===== src/rtl/apb_spi_regif.sv =====
// APB3 register front-end for spi_master: turns TXDATA writes into one-word transfer
// requests and captures the received word when the master reports ready again.
module apb_spi_regif #(
    parameter int WORD_LENGTH = 8,
    parameter int ADDR_WIDTH  = 4
) (
    input  logic                   clk,
    input  logic                   rst_n,
    input  logic                   PSEL,
    input  logic                   PENABLE,
    input  logic                   PWRITE,
    input  logic [ADDR_WIDTH-1:0]  PADDR,
    input  logic [31:0]            PWDATA,
    output logic [31:0]            PRDATA,
    output logic                   PREADY,
    output logic                   PSLVERR,
    output logic [WORD_LENGTH-1:0] WDATA,
    output logic                   data_valid,
    input  logic                   SPI_status_RDY_BSYbar,
    input  logic [WORD_LENGTH-1:0] RDATA,
    output logic                   irq
);

    typedef enum logic [1:0] {
        S_IDLE      = 2'd0,
        S_LAUNCH    = 2'd1,
        S_WAIT_DONE = 2'd2,
        S_CAPTURE   = 2'd3
    } state_t;

    localparam logic [1:0] A_TX   = 2'd0;
    localparam logic [1:0] A_RX   = 2'd1;
    localparam logic [1:0] A_STAT = 2'd2;
    localparam logic [1:0] A_CTRL = 2'd3;

    state_t                 state_q;
    logic [WORD_LENGTH-1:0] tx_q;
    logic [WORD_LENGTH-1:0] rx_q;
    logic [WORD_LENGTH-1:0] wdata_q;
    logic                   data_valid_q;
    logic                   rx_valid_q, rx_valid_d;
    logic                   overrun_q, overrun_d;
    logic                   irq_en_q;

    logic       access;
    logic [1:0] addr;
    logic       busy;
    logic       capture;
    logic       tx_wr, tx_accept, tx_err;
    logic       rx_rd, rx_wr;
    logic       stat_wr, ctrl_wr;

    assign access    = PSEL & PENABLE;
    assign addr      = PADDR[3:2];
    assign busy      = (state_q != S_IDLE);
    assign capture   = (state_q == S_CAPTURE);

    assign tx_wr     = access &  PWRITE & (addr == A_TX);
    assign tx_accept = tx_wr & ~busy;
    assign tx_err    = tx_wr &  busy;
    assign rx_rd     = access & ~PWRITE & (addr == A_RX);
    assign rx_wr     = access &  PWRITE & (addr == A_RX);
    assign stat_wr   = access &  PWRITE & (addr == A_STAT);
    assign ctrl_wr   = access &  PWRITE & (addr == A_CTRL);

    // Capture beats a same-cycle RXDATA read: the reader got the old word, the new one stays pending.
    always_comb begin
        rx_valid_d = rx_valid_q;
        if (capture)
            rx_valid_d = 1'b1;
        else if (rx_rd)
            rx_valid_d = 1'b0;
    end

    // Any overrun source in the same cycle as a W1C wins over the clear.
    always_comb begin
        overrun_d = overrun_q;
        if (tx_err || (capture && rx_valid_q))
            overrun_d = 1'b1;
        else if (stat_wr && PWDATA[2])
            overrun_d = 1'b0;
    end

    always_ff @(posedge clk or negedge rst_n) begin
        if (!rst_n) begin
            state_q      <= S_IDLE;
            tx_q         <= '0;
            rx_q         <= '0;
            wdata_q      <= '0;
            data_valid_q <= 1'b0;
            rx_valid_q   <= 1'b0;
            overrun_q    <= 1'b0;
            irq_en_q     <= 1'b0;
        end else begin
            case (state_q)
                S_IDLE: begin
                    if (tx_accept) begin
                        tx_q         <= PWDATA[WORD_LENGTH-1:0];
                        wdata_q      <= PWDATA[WORD_LENGTH-1:0];
                        data_valid_q <= 1'b1;
                        state_q      <= S_LAUNCH;
                    end
                end
                S_LAUNCH: begin
                    if (!SPI_status_RDY_BSYbar) begin
                        data_valid_q <= 1'b0;
                        state_q      <= S_WAIT_DONE;
                    end
                end
                S_WAIT_DONE: begin
                    if (SPI_status_RDY_BSYbar)
                        state_q <= S_CAPTURE;
                end
                S_CAPTURE: begin
                    rx_q    <= RDATA;
                    state_q <= S_IDLE;
                end
                default: state_q <= S_IDLE;
            endcase
            rx_valid_q <= rx_valid_d;
            overrun_q  <= overrun_d;
            if (ctrl_wr)
                irq_en_q <= PWDATA[0];
        end
    end

    always_comb begin
        PRDATA = '0;
        if (access && !PWRITE) begin
            case (addr)
                A_TX:    PRDATA[WORD_LENGTH-1:0] = tx_q;
                A_RX:    PRDATA[WORD_LENGTH-1:0] = rx_q;
                A_STAT:  PRDATA[2:0]             = {overrun_q, rx_valid_q, busy};
                default: PRDATA[0]               = irq_en_q;
            endcase
        end
    end

    assign PSLVERR    = tx_err | rx_wr;
    assign PREADY     = 1'b1;
    assign WDATA      = wdata_q;
    assign data_valid = data_valid_q;
    assign irq        = irq_en_q & rx_valid_q;

    logic unused_bits;
    assign unused_bits = ^{PADDR, PWDATA};

endmodule


===== config.mk =====
export PLATFORM = sky130hd
export DESIGN_NAME = apb_spi_regif
export DESIGN_NICKNAME = d
export VERILOG_FILES = /design/src/rtl/apb_spi_regif.sv
export SDC_FILE = /design/constraint.sdc
export NUM_CORES = 1
export LEC_CHECK = 0
export CAP_MARGIN = 0
export CORE_MARGIN = 1.5
export CORE_UTILIZATION = 35
export DETAILED_ROUTE_END_ITERATION = 10
export GPL_ROUTABILITY_DRIVEN = 0
export PLACE_DENSITY_LB_ADDON = 0.15
export SLEW_MARGIN = 20
export SYNTH_ARGS = -nofsm -noshare
export SYNTH_HDL_FRONTEND = slang
export SYNTH_SLANG_ARGS = --single-unit
export TNS_END_PERCENT = 1

===== constraint.sdc =====
create_clock -name clk -period 2.3 [get_ports clk]
set_input_delay 0.345 -clock clk [delete_from_list [all_inputs] [get_ports clk]]
set_output_delay 0.345 -clock clk [all_outputs]
set_load 0.01 [all_outputs]

==> reports/qor.txt <==
Initial core utilization: 36.7%
Detailed Place HPWL: 2.23 mm
Port-buffer cells: 42
CP Launch Type: flop
WP data required: 1960 ps
Vias in the first global route: 982
Num ports: 94
LEAKAGE: 0.000830 uW
Clock slew at reported path FFs: 80 ps
Final setup violation count: 0
Final Cycle Share: 96.1%
Endpoint type of the worst setup path: output port
TritonCTS clock tree: built
Synth area leaders: dfrtp_1 (40%), mux2_2 (15%), buf_4 (14%)
Layout Nets: 232
Global Route Usage Sum: 13.8%
Synth Register Bits: 22
WS Path Type: flop to output port
Unrepaired setup endpoints after global routing: false
Outcome: completed
CP max stage delay: 480 ps
Peak Freq: 452 MHz
TritonRoute pass-1 iters: 4
Max-cap violations: 0
Core area: 3720 um2
Final core occ: 50.0%
Post-route setup slack: 88.8 ps
Delay-heaviest family, CP: multiplexers
Die Ht: 65.5 um
DRC Markers: 0
H-tree depth: 1
CP Data Arrival Time: 1870 ps
Maximum vdd drop: 0.000483 V
Final Hold Viols: 0
Setup slack, reg-to-reg: 770 ps
Area leader, netlist: dfrtp_1
Placed cell count: 219
Reg2reg path depth: 6
Die X: 65.5 um
Most numerous cell in the Yosys netlist: buf_4
Synth Flop Type: dfrtp_1
Skew-Pair Late Insertion Delay: 260 ps
Synth-to-layout area growth: 36.0%
Top-area cell type share of the netlist area: 40.3%
Count of distinct cell types in the synthesized netlist: 33
Post-Route WL: 2.88 mm
FP Rows: 22
Reg-to-Reg End: state_q[1]$_DFFE_PN0P_
Setup Skew: 3.31 ps
Hold Worst Slack: 430 ps
DIE AREA: 4280 um2
Async SR Flop Fraction: 100%
Gr ovfl total: 0
Via count: 1027
Initial antenna violation count: 0
Mapped Cells: 125
First-pass GRT wire length: 4.51 mm
Synth Cell Area: 1370 um2
Inserted Clock Buffers: 3
Max Root-Sink Buffers: 2
CP Cell Sequence: inv_1, ha_1, inv_1, mux4_2, nor2b_4, dlygate4sd2_1
Crit-path max FO: 3
R2R Path Start: state_q[0]$_DFFE_PN0P_
Crit path buffers/inverters: 3
Wire per inst: 12.8 um
CTS sink count: 22
Avg Cell Area, Syn: 10.9 um2
Ys Warns: 0
Slew Limit Fails: 0
Post-layout min period: 2210 ps
Fraction of layout cells with a size suffix above 1: 22.6%
Root Driver: clkbuf_8
Post-synth EDFFs: 0
Dpl ws: -154 ps
Overall power: 1790 uW
CP most frequent cell: inv_1
Synth cell count leaders: buf_4 (25), dfrtp_1 (22), mux2_2 (18), mux2i_1 (7)
Cell area power density: 965 nW/um2
Largest net degree at the start of global routing: 23
Min-Delay Path Class: primary input to async pin
Number of vias per cell: 4.56
Register area share after synthesis: 40.3%
Antenna Cells: 0
Non-filler cells, final: 225
Final ANT Viol Nets: 0
Initial DRC count: 28
Critical path's slowest cell: mux4_2
[routing by layer]
| metal | vias up | global-route usage, % | wire length, um |
|---|---|---|---|
| met4 | 0 | 3.91 | 20 |
| met2 | 47 | 24.0 | 1470 |
| li1 | 480 | - | - |
| met3 | 2 | 2.05 | 146 |
| met1 | 498 | 17.9 | 1240 |
| met5 | - | 0 | 0 |
[flip-flops by register name, indices dropped and copies added (netlist names)]
signal and cells:
WDATA 8, data_valid 1, irq_en_q 1, overrun_q 1
rx_q 8, rx_valid_q 1, state_q 2
[how the worst max path moves through the flow]
stage	startpoint	to	slack (ps)	depth (start not counted)
after floorplan	state_q[0]$_DFFE_PN0P_	PRDATA[0]	570	5
after global placement	PADDR[2]	PRDATA[0]	-150	5
after detailed placement	PADDR[2]	PRDATA[0]	-150	5
after CTS	state_q[0]$_DFFE_PN0P_	PSLVERR	80	5
after global routing	PWRITE	PRDATA[3]	9	5
final	state_q[1]$_DFFE_PN0P_	PRDATA[0]	90	6
[layout by cell type (no fill, tap or decap), types with 2 or more instances in the layout]
cell type        Yosys  final
clkbuf_8             0      4
conb_1               2     25
mux2_2              18     18
ha_1                 4      4
o21ai_0              3      3
nand2_1              6      6
buf_4               25     11
nor2_1               6      6
dlygate4sd2_1        0      3
nand2b_1             2      2
a21oi_1              2      2
clkdlybuf4s50_1      0     39
dfrtp_1             22     22
o311ai_0             2      2
nand3_1              2      2
inv_1                4      4
mux2i_1              7      7
[what timing repair did]
action                     CTS  global route
hold endpoints to repair     0             0
setup endpoints to repair    9             0
hold buffers                 0             0
gates resized for setup      3             0
setup buffers                2             0
[through the flow]
stage | TNS (ps) | instance area [um2]
floorplan | 0 | 1450
finish | 0 | 1860
global placement | -803 | 1790
global route | 0 | 1860
CTS | 0 | 1860
detailed placement | -850 | 1790
[kinds of logic (layout without fill, tap and decap cells)]
logic type | Yosys count | in the layout | share of synthesized area, %
buffers and inverters | 33 | 62 | 16.7
adder cells (fa/ha/maj) | 4 | 4 | 3.67
AND/OR/NAND/NOR | 26 | 26 | 10.9
flip-flops | 22 | 22 | 40.3
other | 2 | 25 | 0.550
AO/OA/AOI/OAI | 12 | 12 | 6.23
multiplexers | 26 | 26 | 21.6
[final cells by class]
class	instances	area [um2]
Fill cell	359	1860
Multi-Input combinational cell	93	673
Sequential cell	22	551
Timing Repair Buffer	53	499
Clock buffer	4	55.1
Tap cell	48	60.1
Inverter	5	18.8
[where the power goes]
part | leakage, uW | total [uW] | internal [uW] | switching (uW)
Combinational | 0.000538 | 830 | 496 | 334
Sequential | 0.000263 | 687 | 571 | 116
Clock | 0.0000288 | 274 | 152 | 122
Total | 0.000830 | 1790 | 1220 | 572
(Power assumes the default switching activity.)
